### config.mk
export PLATFORM = sky130hd
export DESIGN_NAME = limit_frame_rx_flat
export DESIGN_NICKNAME = d
export VERILOG_FILES = /design/src/rtl/limit_pkg.sv /design/src/rtl/limit_frame_rx_if.sv /design/src/rtl/gap_timer.sv /design/src/rtl/limit_frame_rx.sv /design/src/flat_wrapper.sv
export SDC_FILE = /design/constraint.sdc
export NUM_CORES = 1
export LEC_CHECK = 0
export ABC_AREA = 1
export BUFFER_PORTS_ARGS = -buffer_cell sky130_fd_sc_hd__clkbuf_2
export CAP_MARGIN = 30
export CORE_MARGIN = 3
export CORE_UTILIZATION = 63
export CTS_CLUSTER_DIAMETER = 100
export DETAILED_ROUTE_END_ITERATION = 10
export PLACE_DENSITY = 0.85
export SYNTH_ARGS = -nofsm -noshare
export SYNTH_HDL_FRONTEND = slang
export SYNTH_SLANG_ARGS = --single-unit
### constraint.sdc
create_clock -name clk -period 5.7 [get_ports clk]
set_input_delay 0.285 -clock clk [delete_from_list [all_inputs] [get_ports clk]]
set_output_delay 0.285 -clock clk [all_outputs]
set_load 0.02 [all_outputs]
### src/rtl/limit_pkg.sv
// Shared constants, types and helpers for the limit-command frame receiver.
package limit_pkg;

    localparam logic [7:0] HDR0        = 8'hAA;
    localparam logic [7:0] HDR1        = 8'h55;
    localparam int         PAYLOAD_LEN = 16;

    localparam logic [15:0] VPP_MAX_DEFAULT = 16'd10000;
    localparam logic [15:0] FRE_MAX_DEFAULT = 16'd50000;
    localparam logic [15:0] MIN_DEFAULT     = 16'd0;

    typedef enum logic [1:0] {
        ERR_NONE    = 2'd0,
        ERR_CSUM    = 2'd1,
        ERR_RANGE   = 2'd2,
        ERR_TIMEOUT = 2'd3
    } err_code_e;

    typedef enum logic [2:0] {
        IDLE,
        HDR2,
        PAYLOAD,
        CSUM,
        CHECK,
        COMMIT
    } state_e;

    // Field order matches wire order, so the first payload byte lands in the MSBs.
    typedef struct packed {
        logic [15:0] vpp1_max;
        logic [15:0] vpp1_min;
        logic [15:0] fre1_max;
        logic [15:0] fre1_min;
        logic [15:0] vpp2_max;
        logic [15:0] vpp2_min;
        logic [15:0] fre2_max;
        logic [15:0] fre2_min;
    } limits_t;

    localparam limits_t LIMITS_RESET = '{
        vpp1_max: VPP_MAX_DEFAULT,
        vpp1_min: MIN_DEFAULT,
        fre1_max: FRE_MAX_DEFAULT,
        fre1_min: MIN_DEFAULT,
        vpp2_max: VPP_MAX_DEFAULT,
        vpp2_min: MIN_DEFAULT,
        fre2_max: FRE_MAX_DEFAULT,
        fre2_min: MIN_DEFAULT
    };

    function automatic logic range_ok(input limits_t l);
        return (l.vpp1_min <= l.vpp1_max) &&
               (l.fre1_min <= l.fre1_max) &&
               (l.vpp2_min <= l.vpp2_max) &&
               (l.fre2_min <= l.fre2_max);
    endfunction

endpackage

### src/rtl/limit_frame_rx_if.sv
// Byte-stream input and committed-limit outputs of the limit frame receiver.
interface limit_frame_rx_if;

    logic [7:0]  rx_data;
    logic        rx_valid;

    logic [15:0] Vpp1_max;
    logic [15:0] Vpp1_min;
    logic [15:0] fre1_max;
    logic [15:0] fre1_min;
    logic [15:0] Vpp2_max;
    logic [15:0] Vpp2_min;
    logic [15:0] fre2_max;
    logic [15:0] fre2_min;

    logic        upd;
    logic        err;
    logic [1:0]  err_code;
    logic        busy;

    modport master (
        output rx_data, rx_valid,
        input  Vpp1_max, Vpp1_min, fre1_max, fre1_min,
        input  Vpp2_max, Vpp2_min, fre2_max, fre2_min,
        input  upd, err, err_code, busy
    );

    modport slave (
        input  rx_data, rx_valid,
        output Vpp1_max, Vpp1_min, fre1_max, fre1_min,
        output Vpp2_max, Vpp2_min, fre2_max, fre2_min,
        output upd, err, err_code, busy
    );

endinterface

### src/rtl/gap_timer.sv
// Inter-byte gap counter: clears on demand or when disabled, saturates at
// TIMEOUT_CYC and flags the terminal count while enabled.
module gap_timer #(
    parameter int TIMEOUT_CYC = 5_000_000
) (
    input  logic clk,
    input  logic rst,
    input  logic i_en,
    input  logic i_clr,
    output logic o_tc
);

    localparam int               CNT_W    = $clog2(TIMEOUT_CYC + 1);
    localparam logic [CNT_W-1:0] TERMINAL = CNT_W'(TIMEOUT_CYC);

    logic [CNT_W-1:0] r_cnt;

    // NOTE: sequential state is written only with <= so every flop samples
    // pre-edge values regardless of statement order.
    always_ff @(posedge clk) begin
        if (rst || !i_en || i_clr) begin
            r_cnt <= '0;
        end else if (r_cnt != TERMINAL) begin
            r_cnt <= r_cnt + CNT_W'(1);
        end
    end

    assign o_tc = i_en && !i_clr && (r_cnt == TERMINAL);

endmodule

### src/rtl/limit_frame_rx.sv
// Limit-command frame parser: header hunt, payload capture into a shadow buffer,
// checksum and min<=max validation, then an atomic commit of all eight limits.
module limit_frame_rx
    import limit_pkg::*;
#(
    parameter int TIMEOUT_CYC = 5_000_000
) (
    input  logic            clk,
    input  logic            rst,
    limit_frame_rx_if.slave bus
);

    localparam int             IDX_W    = $clog2(PAYLOAD_LEN);
    localparam logic [IDX_W-1:0] LAST_IDX = IDX_W'(PAYLOAD_LEN - 1);

    state_e           r_state;
    logic [IDX_W-1:0] r_idx;
    logic [7:0]       r_sum;
    logic [7:0]       r_shadow [PAYLOAD_LEN];
    limits_t          r_lim;
    logic             r_upd;
    logic             r_err;
    err_code_e        r_err_code;

    logic [PAYLOAD_LEN*8-1:0] w_shadow_bits;
    limits_t                  w_shadow_lim;
    logic                     w_timer_en;
    logic                     w_timeout;

    // NOTE: the default assignment before the loop keeps this block purely
    // combinational even if the loop bounds ever change.
    always_comb begin
        w_shadow_bits = '0;
        for (int i = 0; i < PAYLOAD_LEN; i++) begin
            w_shadow_bits[8*(PAYLOAD_LEN-1-i) +: 8] = r_shadow[i];
        end
    end

    assign w_shadow_lim = limits_t'(w_shadow_bits);
    assign w_timer_en   = (r_state == HDR2) || (r_state == PAYLOAD) || (r_state == CSUM);

    gap_timer #(
        .TIMEOUT_CYC (TIMEOUT_CYC)
    ) u_gap_timer (
        .clk   (clk),
        .rst   (rst),
        .i_en  (w_timer_en),
        .i_clr (bus.rx_valid),
        .o_tc  (w_timeout)
    );

    always_ff @(posedge clk) begin
        if (rst) begin
            r_state    <= IDLE;
            r_idx      <= '0;
            r_sum      <= '0;
            // NOTE: the shadow buffer is small and must come out of reset
            // cleared, so it is built from resettable flops rather than RAM.
            for (int i = 0; i < PAYLOAD_LEN; i++) begin
                r_shadow[i] <= '0;
            end
            r_lim      <= LIMITS_RESET;
            r_upd      <= 1'b0;
            r_err      <= 1'b0;
            r_err_code <= ERR_NONE;
        end else begin
            r_upd <= 1'b0;
            r_err <= 1'b0;

            if (w_timeout) begin
                r_err      <= 1'b1;
                r_err_code <= ERR_TIMEOUT;
                r_state    <= IDLE;
            end else begin
                case (r_state)
                    IDLE: begin
                        if (bus.rx_valid && bus.rx_data == HDR0) begin
                            r_state <= HDR2;
                        end
                    end

                    // A repeated 0xAA may be the real start of a frame, so keep hunting.
                    HDR2: begin
                        if (bus.rx_valid) begin
                            if (bus.rx_data == HDR1) begin
                                r_idx   <= '0;
                                r_sum   <= '0;
                                r_state <= PAYLOAD;
                            end else if (bus.rx_data != HDR0) begin
                                r_state <= IDLE;
                            end
                        end
                    end

                    PAYLOAD: begin
                        if (bus.rx_valid) begin
                            r_shadow[r_idx] <= bus.rx_data;
                            r_sum           <= r_sum + bus.rx_data;
                            r_idx           <= r_idx + IDX_W'(1);
                            if (r_idx == LAST_IDX) begin
                                r_state <= CSUM;
                            end
                        end
                    end

                    CSUM: begin
                        if (bus.rx_valid) begin
                            if (bus.rx_data != r_sum) begin
                                r_err      <= 1'b1;
                                r_err_code <= ERR_CSUM;
                                r_state    <= IDLE;
                            end else begin
                                r_state <= CHECK;
                            end
                        end
                    end

                    // Limits load on leaving CHECK so they and upd are both visible in COMMIT.
                    CHECK: begin
                        if (range_ok(w_shadow_lim)) begin
                            r_lim   <= w_shadow_lim;
                            r_upd   <= 1'b1;
                            r_state <= COMMIT;
                        end else begin
                            r_err      <= 1'b1;
                            r_err_code <= ERR_RANGE;
                            r_state    <= IDLE;
                        end
                    end

                    COMMIT: r_state <= IDLE;

                    default: r_state <= IDLE;
                endcase
            end
        end
    end

    assign bus.Vpp1_max = r_lim.vpp1_max;
    assign bus.Vpp1_min = r_lim.vpp1_min;
    assign bus.fre1_max = r_lim.fre1_max;
    assign bus.fre1_min = r_lim.fre1_min;
    assign bus.Vpp2_max = r_lim.vpp2_max;
    assign bus.Vpp2_min = r_lim.vpp2_min;
    assign bus.fre2_max = r_lim.fre2_max;
    assign bus.fre2_min = r_lim.fre2_min;
    assign bus.upd      = r_upd;
    assign bus.err      = r_err;
    assign bus.err_code = r_err_code;
    assign bus.busy     = (r_state != IDLE);

endmodule

### src/flat_wrapper.sv
// flat-port wrapper written by rule: the top's interface ports become plain ports
module limit_frame_rx_flat import limit_pkg::*;
#(
    parameter int TIMEOUT_CYC = 5_000_000
)
  (clk, rst, bus_rx_data, bus_rx_valid, bus_Vpp1_max, bus_Vpp1_min, bus_fre1_max, bus_fre1_min, bus_Vpp2_max, bus_Vpp2_min, bus_fre2_max, bus_fre2_min, bus_upd, bus_err, bus_err_code, bus_busy);
  limit_frame_rx_if bus_i ();
  input  logic clk;
  input  logic rst;
  input wire logic [$bits(bus_i.rx_data)-1:0] bus_rx_data;
  input wire logic [$bits(bus_i.rx_valid)-1:0] bus_rx_valid;
  output wire logic [$bits(bus_i.Vpp1_max)-1:0] bus_Vpp1_max;
  output wire logic [$bits(bus_i.Vpp1_min)-1:0] bus_Vpp1_min;
  output wire logic [$bits(bus_i.fre1_max)-1:0] bus_fre1_max;
  output wire logic [$bits(bus_i.fre1_min)-1:0] bus_fre1_min;
  output wire logic [$bits(bus_i.Vpp2_max)-1:0] bus_Vpp2_max;
  output wire logic [$bits(bus_i.Vpp2_min)-1:0] bus_Vpp2_min;
  output wire logic [$bits(bus_i.fre2_max)-1:0] bus_fre2_max;
  output wire logic [$bits(bus_i.fre2_min)-1:0] bus_fre2_min;
  output wire logic [$bits(bus_i.upd)-1:0] bus_upd;
  output wire logic [$bits(bus_i.err)-1:0] bus_err;
  output wire logic [$bits(bus_i.err_code)-1:0] bus_err_code;
  output wire logic [$bits(bus_i.busy)-1:0] bus_busy;
  assign bus_i.rx_data = bus_rx_data;
  assign bus_i.rx_valid = bus_rx_valid;
  assign bus_Vpp1_max = bus_i.Vpp1_max;
  assign bus_Vpp1_min = bus_i.Vpp1_min;
  assign bus_fre1_max = bus_i.fre1_max;
  assign bus_fre1_min = bus_i.fre1_min;
  assign bus_Vpp2_max = bus_i.Vpp2_max;
  assign bus_Vpp2_min = bus_i.Vpp2_min;
  assign bus_fre2_max = bus_i.fre2_max;
  assign bus_fre2_min = bus_i.fre2_min;
  assign bus_upd = bus_i.upd;
  assign bus_err = bus_i.err;
  assign bus_err_code = bus_i.err_code;
  assign bus_busy = bus_i.busy;
  limit_frame_rx #(.TIMEOUT_CYC(TIMEOUT_CYC)) u_core (.clk(clk), .rst(rst), .bus(bus_i));
endmodule
==> implementation parameters, run 1 <==
Parameter                              Value

Global routing
  Number of antenna violations at the first check in global routing    0
  Wire length of the first global-routing pass    around 48000 um
  Overflow left after global routing    0
  Via count of the first global-routing pass    between 9000 and 10000
  Largest net degree at the start of global routing    approximately 120
  Total track usage    0.2659

Clock network
  Root Driver    clkbuf_16
  TritonCTS clock tree    built
  Clock-pin slew of the registers on the worst-case setup and hold paths    0.06 ns
  Number of H-tree levels    1
  CTS max path bufs    3
  Cts bufs inserted    29
  Number of buffers inserted to repair setup after CTS    0
  Clock Sinks    298
  Post-cts sizing count    0
  Cts hold-fix bufs    0
  Clock latency on the worst-skew pair    0.54 ns

Power and ir drop
  Clock group share of total power    0.445
  Leakage Power    6.334 nW
  Power density over cell area    304.2 nW/um^2
  Maximum vdd ir drop    0.0002757 V
  Switching power summed over all nets    0.9619 mW
  Internal power component    between 3 and 4 mW
  Fraction of power spent switching nets    0.2144
  Sequential Power Share    0.509
  Part of the power in combinational logic    0.046

STA
  Fmax    about 280 MHz
  Final period utilization    0.6252
  Final setup skew    0.01185 ns
  Finish-stage setup viols    0
  Normalized max-slew margin    0.3107
  Final sum of negative setup slack    0 ns
  Setup repair after global routing missed its margin    no
  Count of final max-slew check failures    0
  Min Clock Period, post-route    3.564 ns
  Hold violation count in the final report    0
  Slack of the critical path    2.136 ns
  Worst Tran Pin Value    1.034 ns

Logic synthesis
  Cell Area, Synth    12970 um^2
  Count of synthesis-stage warnings from yosys    0
  Area fraction of the dominant cell type after synthesis    0.2964
  Dominant register cell in the synthesized netlist    dfxtp_1
  Top cells by area in the synthesized netlist    edfxtp_1 30%, dfxtp_1 26%, nor2_1 12%
  Async set or reset register ratio after synthesis    0
  Count of different cell masters after synthesis    35
  Syn_area_per_cell    8.877 um^2
  Post-synthesis register bit count    between 200 and 300
  Net count of the mapped netlist    1550
  EDFF count, synth    between 100 and 150
  Portion of the post-synthesis area used by sequential elements    0.5587
  Largest area contributor in the synthesized netlist    edfxtp_1
  Gate count after technology mapping    1461

Setup path
  Worst-case register-to-register setup slack    between 2 and 2.5 ns
  Start-to-end type of the worst setup path    reg2reg
  R2R Path End    u_core.bus.Vpp2_max[7]
  Kind of start point of the critical path    flip-flop
  Worst setup EP type    flip-flop
  CP Data Required Time    6.16 ns
  Launching instance or port of the critical path    u_core.r_shadow[14][7]
  Arrival time of the worst setup path    4.02 ns
  FF-to-FF Start    u_core.r_shadow[14][7]
  Endpoint of the worst setup timing path    u_core.bus.Vpp2_max[7]
  Logic depth of the worst register-to-register path    12
  CP Max Fanout    60

Cells and area
  N_diodes    0
  Filler instances    1397
  Ratio of cells with drive above 1 in the final layout    0.1347
  Net count of the finished layout    1670
  Syn-to-layout area delta    13.74%

Floorplan
  Core footprint    between 15000 and 20000 um^2
  Die outline area    22340 um^2
  Initial core utilization    0.6536
  Number of ports placed on the die boundary    144
  Vertical die dimension    149.5 um
  Die W    ~150 um
  Number of cell rows    51

Flow run
  # Max-Cap Violations    0

Hold path
  Class of the tightest hold or removal check    in2reg

Placement
  Last weighted congestion value of the routability-driven placer    roughly 0.91
  Post-DP HPWL    20610 um
  Dpl ws    2.198 ns
  Number of buffer cells added on primary ports    approximately 140

Detailed routing
  Average wire per cell in the routed design    16.15 um
  Routed vias    ~10000
  Post-route ant nets    0
  Iter 0 DRT Violations    1007
  Vias per Instance    5.586
  Drt pass-1 iters    5
  Remaining routing DRC violations    0
  Wire length after detailed routing    30180 um

Status
  Result of the run    finished clean
[worst min path at each step]
stage | slack, ns | from | end | depth (start not counted)
3_3_place_gp | 0.44 | u_core.bus.err_code[0] | u_core.bus.err_code[0] | 2
3_5_place_dp | 0.45 | u_core.bus.err_code[1] | u_core.bus.err_code[1] | 2
5_1_grt | 0.08 | rst | u_core.bus.err | 2
6_report | 0.07 | rst | u_core.bus.err | 2
2_1_floorplan | 0.36 | rst | u_core.bus.err | 1
4_1_cts | 0.06 | rst | u_core.bus.err | 2
[per-layer routing]
layer	up-vias	track usage	wire, um
met4	0	0.08375	839
li1	5044	-	-
met1	4885	0.3562	12280
met3	76	0.03664	2167
met5	-	0	0
met2	429	0.4525	14890
[layout make-up]
cell class	instances	area (um^2)	share of cell area
inverters	142	535.5	0.03630
clock buffers	39	794.5	0.05386
clock inverters	14	205.2	0.01391
repair buffers	146	738.2	0.05004
well taps	265	331.6	0.02248
flip-flops and latches	298	7247	0.4913
multi-input cells	964	4900	0.3321
[critical path, cell delays in order, from the launching register on]
cell,delay (ns)
edfxtp_1,0.42
ha_1,0.32
nand2_1,0.09
nor3_1,0.35
nand3_1,0.14
nand2_1,0.12
nand2_1,0.12
nor2_2,0.19
nand2_4,0.27
clkinv_2,0.55
buf_4,0.64
nor2_1,0.12
nor2_1,0.13
[per-stage QoR]
| stage | std cells | hold WS, ns | instance area (um^2) | power [mW] | utilization |
|---|---|---|---|---|---|
| after floorplan | 1461 | 0.3574 | 12970 | 2.460 | - |
| after global placement | 1815 | 0.4401 | 13750 | 2.520 | 0.6930 |
| after detailed placement | 1815 | 0.4497 | 13750 | 2.531 | 0.6930 |
| after CTS | 1868 | 0.06361 | 14750 | 4.497 | 0.7433 |
| after global routing | 1868 | 0.07635 | 14750 | 4.616 | 0.7433 |
| final | 1868 | 0.07175 | 14750 | 4.487 | 0.7433 |
[layout by cell type, fill, tap and decap left out, types with 2 or more instances in the layout]
cell	n
dfxtp_1	170
clkbuf_1	6
a21oi_1	57
a32o_1	4
o21ai_1	10
nand3_1	31
edfxtp_1	128
nor2_1	401
nand2_1	166
xor2_1	4
clkinv_4	2
clkbuf_16	29
bufinv_16	5
nor3b_1	2
buf_4	3
clkbuf_8	3
or2_2	4
nor3_1	13
o21ai_0	128
ha_1	77
nand2_2	13
o21a_1	2
a21o_1	2
clkbuf_2	144
nor4_1	10
nand4_1	8
inv_1	131
clkinv_2	7
o211ai_1	23
clkinv_1	9
[kinds of logic (layout without fill, tap and decap cells)]
family | Yosys count | count (layout) | share of synthesized area
compound gates | 228 | 228 | 0.09512
buf+inv | 199 | 341 | 0.06386
flops | 298 | 298 | 0.5587
fa+ha+maj | 78 | 78 | 0.07582
xor+xnor | 4 | 4 | 0.002701
simple gates | 654 | 654 | 0.2037
[state kept, by name, indices dropped and copies added, names as in the netlist]
name,cells
u_core.bus.fre1_min,16
u_core.r_shadow,128
u_core.bus.fre1_max,16
u_core.bus.upd,1
u_core.bus.err,1
u_core.bus.fre2_max,16
u_core.bus.fre2_min,16
u_core.bus.Vpp2_max,16
u_core.bus.Vpp2_min,16
u_core.u_gap_timer.r_cnt,23
u_core.r_state,3
u_core.r_idx,4
u_core.bus.Vpp1_max,16
u_core.r_sum,8
u_core.bus.err_code,2
u_core.bus.Vpp1_min,16
[synthesized netlist by cell type (14+ instances only)]
cell	instances
clkbuf_1	37
o21ai_0	128
o211ai_1	23
edfxtp_1	128
nand3_1	31
nand2_1	166
nand2_2	14
nor2_1	401
inv_1	132
dfxtp_1	170
a21oi_1	57
ha_1	77
[power by group through the flow]
| stage | clock, mW | sequential [mW] | combinational [mW] |
|---|---|---|---|
| global route | 2.10 | 2.29 | 0.232 |
| floorplan | 0 | 2.32 | 0.141 |
| detailed placement | 0 | 2.33 | 0.201 |
| CTS | 2.01 | 2.28 | 0.204 |
| global placement | 0 | 2.33 | 0.191 |
| finish | 2.00 | 2.29 | 0.206 |
No activity file was read; power rests on OpenSTA's default activity.
==> run 2, diff against run 1 <==
CORE_UTILIZATION = 59   (was 63)
PLACE_DENSITY = 0.8   (was 0.85)
clock period = 3.4 ns   (was 5.7 ns; I/O delays follow)
==> implementation parameters, run 2 (same netlist as run 1, synthesis figures left out) <==
Parameter                              Value

Clock network
  Cts bufs inserted    30 (was 29)
  Post-cts sizing count    0 (unchanged)
  Number of H-tree levels    1 (unchanged)
  Clock Sinks    298 (unchanged)
  CTS max path bufs    3 (unchanged)
  Root Driver    clkbuf_16 (unchanged)
  Clock-pin slew of the registers on the worst-case setup and hold paths    0.06 ns (about the same)
  Number of buffers inserted to repair setup after CTS    0 (unchanged)
  Cts hold-fix bufs    1 (was 0)
  TritonCTS clock tree    built (unchanged)
  Clock latency on the worst-skew pair    0.55 ns (was 0.54 ns)

Global routing
  Via count of the first global-routing pass    10090 (was 9740)
  Largest net degree at the start of global routing    158 (was 122)
  Total track usage    0.2555 (was 0.2659)
  Grt peak-use layer    met2 (unchanged)
  Routing usage on met2    0.4326 (was 0.4525)
  Met1 usage    0.3336 (was 0.3562)
  Number of antenna violations at the first check in global routing    0 (unchanged)
  Global Route met3 Usage    0.03525 (was 0.03664)
  Wire length of the first global-routing pass    50110 um (was 48090 um)
  Overflow left after global routing    0 (unchanged)

Hold path
  Endpoint of the worst hold-timing path    u_core.r_sum[0] (was u_core.bus.err)
  Hold Crit Start    bus_rx_data[0] (was rst)
  Hold path depth    3 (was 2)
  Class of the tightest hold or removal check    in2reg (unchanged)

Detailed routing
  Post-route ant nets    0 (unchanged)
  Drt pass-1 iters    5 (unchanged)
  Routed vias    10420 (was 10430)
  Remaining routing DRC violations    0 (unchanged)
  Wire length after detailed routing    30620 um (was 30180 um)
  Average wire per cell in the routed design    16.16 um (was 16.15 um)
  Iter 0 DRT Violations    825 (was 1007)
  Vias per Instance    5.501 (was 5.586)

Floorplan
  Die outline area    23800 um^2 (was 22340 um^2)
  Number of ports placed on the die boundary    144 (unchanged)
  Initial core utilization    0.6093 (was 0.6536)
  Number of cell rows    53 (was 51)
  Die W    154.3 um (was 149.5 um)
  Vertical die dimension    154.3 um (was 149.5 um)
  Core footprint    21290 um^2 (was 19850 um^2)

Cells and area
  Cell Count, Final, Fillers Out    1894 (was 1868)
  Number of flip-flops in the largest register    128 (unchanged)
  Leading cell type in the layout, fill and taps excluded    nor2_1 (unchanged)
  N_diodes    0 (unchanged)
  Final Core Density    0.6996 (was 0.7433)
  Highest-count cells in the layout ignoring fill and taps    401 x nor2_1, 170 x dfxtp_1, 166 x nand2_1 (unchanged)
  Ratio of cells with drive above 1 in the final layout    0.1408 (was 0.1347)
  Net count of the finished layout    1684 (was 1670)
  Filler instances    1576 (was 1397)
  Largest registers    u_core.r_shadow: 128 flops, u_core.u_gap_timer.r_cnt: 23 flops (unchanged)
  Final design instance area without fill    14890 um^2 (was 14750 um^2)
  Syn-to-layout area delta    14.82% (was 13.74%)
  Register ranked first by flip-flop count    u_core.r_shadow (unchanged)

Setup path
  Worst setup EP type    flip-flop (unchanged)
  Worst-case register-to-register setup slack    0.56 ns (was 2.14 ns)
  CP Data Required Time    3.83 ns (was 6.16 ns)
  R2R Path End    u_core.bus.fre2_min[2] (was u_core.bus.Vpp2_max[7])
  CP Max Fanout    52 (was 60)
  Kind of start point of the critical path    flip-flop (unchanged)
  Logic depth of the worst register-to-register path    13 (was 12)
  Arrival time of the worst setup path    3.27 ns (was 4.02 ns)
  Start-to-end type of the worst setup path    reg2reg (unchanged)
  FF-to-FF Start    u_core.r_shadow[10][7] (was u_core.r_shadow[14][7])

STA
  Slack of the critical path    0.5632 ns (was 2.136 ns)
  Normalized max-slew margin    0.5938 (was 0.3107)
  Finish-stage setup viols    0 (unchanged)
  Setup repair after global routing missed its margin    no (unchanged)
  Count of final max-slew check failures    0 (unchanged)
  Worst Tran Pin Value    0.6070 ns (was 1.034 ns)
  Min Clock Period, post-route    2.837 ns (was 3.564 ns)
  Fmax    352.5 MHz (was 280.6 MHz)
  Hold violation count in the final report    0 (unchanged)
  Final sum of negative setup slack    0 ns (unchanged)
  Final setup skew    0.02158 ns (was 0.01185 ns)
  Hold_ws    0.06559 ns (was 0.07175 ns)
  Final period utilization    0.8343 (was 0.6252)

Flow run
  # Max-Cap Violations    0 (unchanged)

Placement
  Number of buffer cells added on primary ports    143 (unchanged)
  Dpl ws    0.5903 ns (was 2.198 ns)
  Last weighted congestion value of the routability-driven placer    0.8720 (was 0.9060)
  Standard cell area after detailed placement    13890 um^2 (was 13750 um^2)
  Cells after DPL    1837 (was 1815)
  Post-DP HPWL    20990 um (was 20610 um)

Status
  Result of the run    finished clean (unchanged)

Power and ir drop
  Maximum vdd ir drop    0.0003997 V (was 0.0002757 V)
  Post-layout power    7.440 mW (was 4.487 mW)
  Leakage Power    6.404 nW (was 6.334 nW)
  Power density over cell area    499.6 nW/um^2 (was 304.2 nW/um^2)
[run 2: changes by cell type in the layout (fill, tap and decap cells not counted)]
cell | before | now
buf_4 | 3 | 12
buf_12 | 0 | 3
clkinv_2 | 7 | 8
dlygate4sd3_1 | 0 | 1
clkinv_1 | 9 | 11
clkbuf_8 | 3 | 6
bufinv_16 | 5 | 1
clkinv_4 | 2 | 0
clkbuf_1 | 6 | 7
clkbuf_2 | 144 | 143
clkbuf_16 | 29 | 32
[run 2: cell type report]
type | instances | area, um^2 | share of cell area
Sequential cell | 298 | 7247 | 0.4866
Multi-Input combinational cell | 964 | 4900 | 0.3290
Clock buffer | 45 | 909.6 | 0.06108
Timing Repair Buffer | 159 | 875.8 | 0.05881
Inverter | 142 | 535.5 | 0.03596
Tap cell | 275 | 344.1 | 0.02311
Clock inverter | 11 | 80.08 | 0.005377
[run 2: power breakdown]
part	leakage [nW]	total (mW)	internal [mW]	switching, mW
Sequential	2.64	3.83	3.79	0.0406
Combinational	3.27	0.352	0.108	0.245
Clock	0.493	3.26	1.92	1.34
Total	6.40	7.44	5.81	1.63
[run 2: worst max path at each step]
stage	from	slack, ns	end	depth (start not counted)
after global routing	u_core.r_shadow[8][5]	0.31	u_core.bus.fre2_min[2]	14
final	u_core.r_shadow[10][7]	0.56	u_core.bus.fre2_min[2]	13
after global placement	u_core.r_shadow[10][5]	0.65	u_core.bus.Vpp1_max[14]	11
after floorplan	u_core.r_shadow[10][7]	1.32	u_core.bus.Vpp1_max[10]	13
after CTS	u_core.r_shadow[10][5]	0.56	u_core.bus.fre2_min[2]	13
after detailed placement	u_core.r_shadow[10][7]	0.59	u_core.bus.Vpp1_max[14]	11
[run 2: metal layers]
metal / vias up / routed length, um / part of all wire
met5: - / 0 / 0
met4: 0 / 1233 / 0.040
met3: 94 / 1979 / 0.065
met2: 366 / 14600 / 0.48
met1: 4879 / 12800 / 0.42
li1: 5079 / - / -
[run 2: worst max-delay path: stages, from the launching register on]
cell	delay (ns)
edfxtp_1	0.40
ha_1	0.33
nand2_2	0.07
nor4_2	0.33
nand2_1	0.09
nand2_1	0.07
nand2_1	0.09
nand2_1	0.12
nor2_2	0.06
nand2_4	0.28
clkinv_2	0.36
buf_12	0.29
nor2_1	0.14
nor2_1	0.06
